`src/rtl/input_buf_ctrl_if.sv`:
```
`default_nettype none
// ============================================================================
//  Module      : input_buf_ctrl_if
//  Description : Handshake bundle between one input FIFO, the crossbar
//                arbiter and the crossbar data path for input_buf_ctrl.
//                The master modport is the controller side; the slave
//                modport is the FIFO/arbiter/crossbar environment.
//  Revision    : 1.0 - initial release
// ============================================================================
interface input_buf_ctrl_if #(
  parameter int PORTS  = 4,
  parameter int FLIT_W = 16
);
  logic [FLIT_W-1:0] fifo_dout;
  logic              fifo_empty;
  logic              fifo_re;
  logic [PORTS-1:0]  req;
  logic              ack;
  logic [FLIT_W-1:0] out_flit;
  logic              out_valid;
  logic              out_ready;
  logic              busy;
  logic              pkt_done;
  logic              err;
  logic [15:0]       pkt_cnt;

  modport master (
    input  fifo_dout, fifo_empty, ack, out_ready,
    output fifo_re, req, out_flit, out_valid, busy, pkt_done, err, pkt_cnt
  );

  modport slave (
    output fifo_dout, fifo_empty, ack, out_ready,
    input  fifo_re, req, out_flit, out_valid, busy, pkt_done, err, pkt_cnt
  );
endinterface
`default_nettype wire

```
`src/rtl/input_buf_ctrl.sv`:
```
`default_nettype none
// ============================================================================
//  Module      : input_buf_ctrl
//  Description : Input-buffer controller for one switch input port. Decodes
//                the head flit destination into a one-hot arbiter request,
//                holds it until granted (with optional ack-timeout backoff),
//                streams the packet to the crossbar under backpressure and
//                drops malformed flits seen while idle.
//  Revision    : 1.0 - initial release
// ============================================================================
module input_buf_ctrl #(
  parameter int PORTS       = 4,
  parameter int FLIT_W      = 16,
  parameter int DEST_W      = $clog2(PORTS),
  parameter int ACK_TIMEOUT = 0
) (
  input  logic             clk,
  input  logic             rst,
  input_buf_ctrl_if.master bus
);

  localparam logic [1:0] FT_SINGLE = 2'b00;
  localparam logic [1:0] FT_HEAD   = 2'b01;
  localparam logic [1:0] FT_BODY   = 2'b10;
  localparam logic [1:0] FT_TAIL   = 2'b11;

  // wait counter only ever reaches ACK_TIMEOUT-1
  localparam int              WAIT_W    = (ACK_TIMEOUT > 1) ? $clog2(ACK_TIMEOUT) : 1;
  localparam logic [WAIT_W-1:0] WAIT_LAST = WAIT_W'(ACK_TIMEOUT - 1);
  localparam logic [DEST_W:0]   PORTS_X   = (DEST_W + 1)'(PORTS);

  typedef enum logic [2:0] {
    S_IDLE    = 3'd0,
    S_REQ     = 3'd1,
    S_BACKOFF = 3'd2,
    S_XFER    = 3'd3,
    S_DONE    = 3'd4
  } state_t;

  state_t            state_q, state_d;
  logic [PORTS-1:0]  req_q, req_d;
  logic [PORTS-1:0]  sav_q, sav_d;
  logic [WAIT_W-1:0] wait_q, wait_d;
  logic [15:0]       pkt_cnt_q, pkt_cnt_d;

  logic [1:0]        ftype;
  logic [DEST_W-1:0] dest;
  logic              hdr_ok;
  logic              is_last;
  logic              body_or_tail;
  logic [PORTS-1:0]  dest_oh;
  logic              fifo_re;
  logic              out_valid;
  logic              err;

  assign ftype        = bus.fifo_dout[FLIT_W-1 -: 2];
  assign dest         = bus.fifo_dout[DEST_W-1:0];
  assign body_or_tail = (ftype == FT_BODY) || (ftype == FT_TAIL);
  // a packet may only start on a HEAD/SINGLE flit addressing an existing port
  assign hdr_ok       = !body_or_tail && ({1'b0, dest} < PORTS_X);
  assign is_last      = (ftype == FT_TAIL) || (ftype == FT_SINGLE);
  assign dest_oh      = {{(PORTS-1){1'b0}}, 1'b1} << dest;

  // FIFO pop, crossbar valid and drop pulse; nothing moves while rst is high
  always_comb begin
    fifo_re   = 1'b0;
    out_valid = 1'b0;
    err       = 1'b0;
    if (!rst) begin
      case (state_q)
        S_IDLE: begin
          if (!bus.fifo_empty && !hdr_ok) begin
            fifo_re = 1'b1;
            err     = 1'b1;
          end
        end
        S_XFER: begin
          out_valid = !bus.fifo_empty;
          fifo_re   = !bus.fifo_empty && bus.out_ready;
        end
        default: ;
      endcase
    end
  end

  // next-state, request and counter logic
  always_comb begin
    state_d   = state_q;
    req_d     = req_q;
    sav_d     = sav_q;
    wait_d    = wait_q;
    pkt_cnt_d = pkt_cnt_q;
    case (state_q)
      S_IDLE: begin
        wait_d = '0;
        if (!bus.fifo_empty && hdr_ok) begin
          req_d   = dest_oh;
          sav_d   = dest_oh;
          state_d = S_REQ;
        end
      end
      S_REQ: begin
        if (bus.ack) begin
          wait_d  = '0;
          state_d = S_XFER;
        end else if (ACK_TIMEOUT > 0) begin
          if (wait_q == WAIT_LAST) begin
            req_d   = '0;
            wait_d  = '0;
            state_d = S_BACKOFF;
          end else begin
            wait_d = wait_q + 1'b1;
          end
        end
      end
      S_BACKOFF: begin
        req_d   = sav_q;
        wait_d  = '0;
        state_d = S_REQ;
      end
      S_XFER: begin
        // a mid-packet HEAD is just data here; only TAIL/SINGLE ends the packet
        if (fifo_re && is_last) begin
          req_d   = '0;
          state_d = S_DONE;
        end
      end
      S_DONE: begin
        req_d     = '0;
        pkt_cnt_d = pkt_cnt_q + 16'd1;
        state_d   = S_IDLE;
      end
      default: begin
        req_d   = '0;
        state_d = S_IDLE;
      end
    endcase
  end

  // state registers; reset abandons any packet in flight
  always_ff @(posedge clk) begin
    if (rst) begin
      state_q   <= S_IDLE;
      req_q     <= '0;
      sav_q     <= '0;
      wait_q    <= '0;
      pkt_cnt_q <= '0;
    end else begin
      state_q   <= state_d;
      req_q     <= req_d;
      sav_q     <= sav_d;
      wait_q    <= wait_d;
      pkt_cnt_q <= pkt_cnt_d;
    end
  end

  assign bus.fifo_re   = fifo_re;
  assign bus.out_valid = out_valid;
  assign bus.out_flit  = bus.fifo_dout;
  assign bus.err       = err;
  assign bus.req       = req_q;
  assign bus.busy      = (state_q != S_IDLE);
  assign bus.pkt_done  = (state_q == S_DONE);
  assign bus.pkt_cnt   = pkt_cnt_q;

endmodule
`default_nettype wire

```
`src/flat_wrapper.sv`:
```
// flat-port wrapper written by rule: the top's interface ports become plain ports
module input_buf_ctrl_flat 
#(
  parameter int PORTS       = 4,
  parameter int FLIT_W      = 16,
  parameter int DEST_W      = $clog2(PORTS),
  parameter int ACK_TIMEOUT = 0
)
  (clk, rst, bus_fifo_dout, bus_fifo_empty, bus_ack, bus_out_ready, bus_fifo_re, bus_req, bus_out_flit, bus_out_valid, bus_busy, bus_pkt_done, bus_err, bus_pkt_cnt);
  input_buf_ctrl_if #(.PORTS(PORTS), .FLIT_W(FLIT_W)) bus_i ();
  input  logic clk;
  input  logic rst;
  input wire logic [$bits(bus_i.fifo_dout)-1:0] bus_fifo_dout;
  input wire logic [$bits(bus_i.fifo_empty)-1:0] bus_fifo_empty;
  input wire logic [$bits(bus_i.ack)-1:0] bus_ack;
  input wire logic [$bits(bus_i.out_ready)-1:0] bus_out_ready;
  output wire logic [$bits(bus_i.fifo_re)-1:0] bus_fifo_re;
  output wire logic [$bits(bus_i.req)-1:0] bus_req;
  output wire logic [$bits(bus_i.out_flit)-1:0] bus_out_flit;
  output wire logic [$bits(bus_i.out_valid)-1:0] bus_out_valid;
  output wire logic [$bits(bus_i.busy)-1:0] bus_busy;
  output wire logic [$bits(bus_i.pkt_done)-1:0] bus_pkt_done;
  output wire logic [$bits(bus_i.err)-1:0] bus_err;
  output wire logic [$bits(bus_i.pkt_cnt)-1:0] bus_pkt_cnt;
  assign bus_i.fifo_dout = bus_fifo_dout;
  assign bus_i.fifo_empty = bus_fifo_empty;
  assign bus_i.ack = bus_ack;
  assign bus_i.out_ready = bus_out_ready;
  assign bus_fifo_re = bus_i.fifo_re;
  assign bus_req = bus_i.req;
  assign bus_out_flit = bus_i.out_flit;
  assign bus_out_valid = bus_i.out_valid;
  assign bus_busy = bus_i.busy;
  assign bus_pkt_done = bus_i.pkt_done;
  assign bus_err = bus_i.err;
  assign bus_pkt_cnt = bus_i.pkt_cnt;
  input_buf_ctrl #(.PORTS(PORTS), .FLIT_W(FLIT_W), .DEST_W(DEST_W), .ACK_TIMEOUT(ACK_TIMEOUT)) u_core (.clk(clk), .rst(rst), .bus(bus_i));
endmodule
```
`config.mk`:
```
export PLATFORM = sky130hd
export DESIGN_NAME = input_buf_ctrl_flat
export DESIGN_NICKNAME = d
export VERILOG_FILES = /design/src/rtl/input_buf_ctrl_if.sv /design/src/rtl/input_buf_ctrl.sv /design/src/flat_wrapper.sv
export SDC_FILE = /design/constraint.sdc
export NUM_CORES = 1
export LEC_CHECK = 0
export ABC_AREA = 1
export BUFFER_PORTS_ARGS = -buffer_cell sky130_fd_sc_hd__buf_2
export CAP_MARGIN = 20
export CORE_UTILIZATION = 30
export CTS_CLUSTER_SIZE = 12
export DETAILED_ROUTE_END_ITERATION = 16
export GPL_ROUTABILITY_DRIVEN = 0
export PLACE_DENSITY_LB_ADDON = 0.1
export SLEW_MARGIN = 25
export SYNTH_ARGS = -nofsm -noshare
export SYNTH_HDL_FRONTEND = slang
export SYNTH_SLANG_ARGS = --single-unit
```
`constraint.sdc`:
```
create_clock -name clk -period 1.3 [get_ports clk]
set_input_delay 0.26 -clock clk [delete_from_list [all_inputs] [get_ports clk]]
set_output_delay 0.26 -clock clk [all_outputs]
set_load 0.05 [all_outputs]
```
==> flow_summary.toml <==
[status]
status = "complete, but fails checks"
violations = "negative setup slack"

[synth]
synthSimpleGateAreaFrac_pct = 36.90
syn_inst = 236
yosysWarnings = 0
ys_seq_area_share_pct = 33.78
synthXorXnorAreaFrac_pct = 1.095
synth_cell_types = 26
mappedNetlistArea_sq_um = 1600
ys_seq_elements = 27
synth.net_count = 260
syn_area_per_cell_sq_um = 6.781
synth_compound_area_share_pct = 9.539
muxShareOfSynthArea_pct = 0
synth_top_family_by_area = "simple AND/OR/NAND/NOR gates"
synth_fa_ha_area_share_pct = 2.346

[detailed_routing]
vias = 1582
avgViaCountPerCell = 4.419
drc = 0
routed_wirelength_microns = 3653
initialDrtViolationCount = 58
wl_per_cell_microns = 10.20
drt_first_pass_iters = 4
ant_nets = 0

[clock_network]
clk_path_buf_depth = 2
root_buffer = "clkbuf_8"
clock_sinks = 27
htreeDepth = 1
clk_pin_slew_ns = 0.10
clk_latency_ns = 0.27
numCtsBuffers = 3
cts_hold_buf = 0
cts_tree = "done"

[pwr]
ir_worst_vdd_mv = 0.6081
combPwrFrac_pct = 23.9
seq_power_share_pct = 48.3
p_sw_uw = 563.8
internal-power_mw = 1.212
switching_share_pct = 31.75
power_density_nw_per_um2 = 779.8
power_leakage_nw = 0.9950
clkPwrFrac_pct = 27.8

[sta]
finalSetupViolCount = 13
worst_pin_slew_ns = 0.2472
clock_skew_ns = 0.005087
max_freq_ghz = 0.6639
post-route-period-util_pct = 115.9
slew_viol_final = 0
final_hold_viol_count = 0
worst_slack_ns = -0.2063
relSlewSlack_pct = 83.39
hold_slack_ns = 0.2460
period_needed_ns = 1.506
rsz0062_at_grt = "yes"

[critical_path]
path_class = "register to output pin"
critical_path_required_ns = 1.04
critical_path.endpoint = "bus_fifo_re"
cp_max_fo = 4
max_stage_delay_ns = 0.38
reg2reg_depth = 9
r2r-start = "u_core.state_q[2]$_SDFFE_PP0P_"
crit_start = "u_core.state_q[0]$_SDFFE_PP0P_"
crit_family = "simple AND/OR/NAND/NOR gates"
reg2reg_slack_ns = -0.09
worstPathBufferInverterCount = 2
cp_cell_sequence = "nor2_4 -> nand2_8 -> inv_4 -> nand2_4 -> nand2_8 -> buf_8"
cp-start-kind = "register"
r2r_end = "u_core.bus.pkt_cnt[13]$_SDFFE_PP0P_"
cp_common_cell = "nand2_8"
cp_slowest_cell = "dfxtp_4"
path_depth = 6
cp-end-kind = "output pin"
cp.arrival_ns = 1.25

[global_route]
busiest_layer = "met2"
antenna_found_initial = 0
met2_usage_pct = 22.52
grt_pass1_wl_microns = 5927
grtUsageTotal_pct = 13.61
grt_max_degree = 17
grt_pass1_vias = 1357
global_route.overflow_total = 0
grt_util_met3_pct = 3.347
use_met1_pct = 18.02

[cells_and_area]
design_area_sq_um = 2277
seqCellArea_sq_um = 585.6
diodes = 0
layout_commonest_cell = "nand2_1"
mostFrequentLayoutCells = "nand2_1, nor2_1, buf_2, buf_4, inv_1"
nFillCells = 542
syn2layout_area_growth_pct = 42.30
nets = 313
multi_input_area_sq_um = 964.7
layout-drive-gt1-share_pct = 43.40

[place]
pre_cts_ws_ns = -0.2616
port_buffers = 37
hpwl_microns = 2764
placed_cell_area_sq_um = 1968

[floorplanning]
die_w_microns = 75.04
dieArea_sq_um = 5630
io_pins = 62
start_util_pct = 31.33
die_h_microns = 75.04
rows = 26
core_sq_um = 5107

[job]
drv_cap = 0

[min_path]
holdCritPathClass = "input port to register"
-- worst min path at each step --
stage                            startpoint                              to  slack (ns)  depth (start not counted)
2_1_floorplan                       bus_ack  u_core.state_q[1]$_SDFFE_PP0P_        0.40                          2
6_report                            bus_ack  u_core.state_q[1]$_SDFFE_PP0P_        0.25                          3
3_3_place_gp   u_core.sav_q[0]$_SDFFE_PP0P_    u_core.sav_q[0]$_SDFFE_PP0P_        0.46                          2
4_1_cts                             bus_ack  u_core.state_q[1]$_SDFFE_PP0P_        0.23                          3
3_5_place_dp   u_core.sav_q[0]$_SDFFE_PP0P_    u_core.sav_q[0]$_SDFFE_PP0P_        0.46                          2
5_1_grt                             bus_ack  u_core.state_q[1]$_SDFFE_PP0P_        0.26                          3
-- per-layer routing --
| layer | vias to the layer above | share of wire, % |
|---|---|---|
| met2 | 32 | 47 |
| met4 | 0 | 0.52 |
| met1 | 709 | 47 |
| li1 | 839 | - |
| met5 | - | 0 |
| met3 | 2 | 5.7 |
-- state kept, by name, indices dropped and copies added, names as in the netlist --
| signal | cells |
|---|---|
| u_core.sav_q | 4 |
| u_core.bus.req | 4 |
| u_core.state_q | 3 |
| u_core.bus.pkt_cnt | 16 |
-- power groups by stage --
stage	Combinational, mW	Clock, mW	Sequential [mW]
3_5_place_dp	0.374	0	0.878
5_1_grt	0.463	0.539	0.861
2_1_floorplan	0.321	0	0.932
6_report	0.424	0.494	0.858
4_1_cts	0.401	0.520	0.858
3_3_place_gp	0.373	0	0.879
-- final cells by class --
| type | instances | share of cell area [%] |
|---|---|---|
| flip-flops and latches | 27 | 25.71 |
| well taps | 70 | 3.846 |
| inverters | 33 | 5.989 |
| repair buffers | 66 | 20.11 |
| multi-input cells | 158 | 42.36 |
| clock buffers | 4 | 1.978 |
-- worst register-to-register path: cells and delay by family, from the launching register on --
kind,cells,cell delay (ns)
flip-flops,1,0.40
AND/OR/NAND/NOR,7,0.61
buffers and inverters,2,0.26
-- metrics by stage --
stage / power [mW] / utilization, % / setup TNS, ns / cells
global placement: 1.252 / 38.54 / -2.313 / 343
finish: 1.776 / 44.59 / -1.300 / 358
detailed placement: 1.252 / 38.54 / -2.331 / 343
floorplan: 1.253 / - / -0.4006 / 236
global route: 1.862 / 44.59 / -2.412 / 358
CTS: 1.779 / 42.45 / -1.200 / 354
-- timing repair --
item,CTS,global route
gates resized for setup,29,20
buffers inserted,7,4
pin swaps,6,10
endpoints found under the setup margin,12,23
-- kinds of logic after synthesis --
kind of cell,Yosys count
buffers and inverters,51
DFF,27
xor gates and xnor gates,2
adders and majority gates,3
AOI/OAI and AO/OA,30
and+or+nand+nor,123
-- cells in the mapped netlist --
cell / number / area share (%)
a211oi_1: 1 / 0.47
and2_1: 1 / 0.39
ha_1: 3 / 2.3
nor3_1: 5 / 1.6
xor2_1: 1 / 0.55
nor4_1: 1 / 0.39
nand2_4: 2 / 1.4
nor2_4: 3 / 2.1
inv_1: 31 / 7.3
clkbuf_8: 1 / 0.86
nand4_1: 3 / 1.2
clkbuf_1: 1 / 0.23
nand3b_1: 1 / 0.47
nand2_2: 3 / 1.2
buf_4: 16 / 7.5
nand2_1: 46 / 11
nand3_4: 1 / 1.1
xnor2_1: 1 / 0.55
nor2_1: 32 / 7.5
nor2_2: 5 / 2.0
dfxtp_1: 27 / 34
a21oi_1: 17 / 5.3
inv_2: 2 / 0.47
o21ai_0: 12 / 3.8
nand3_2: 2 / 1.3
nand3_1: 18 / 5.6
No activity file was read; power rests on OpenSTA's default activity.
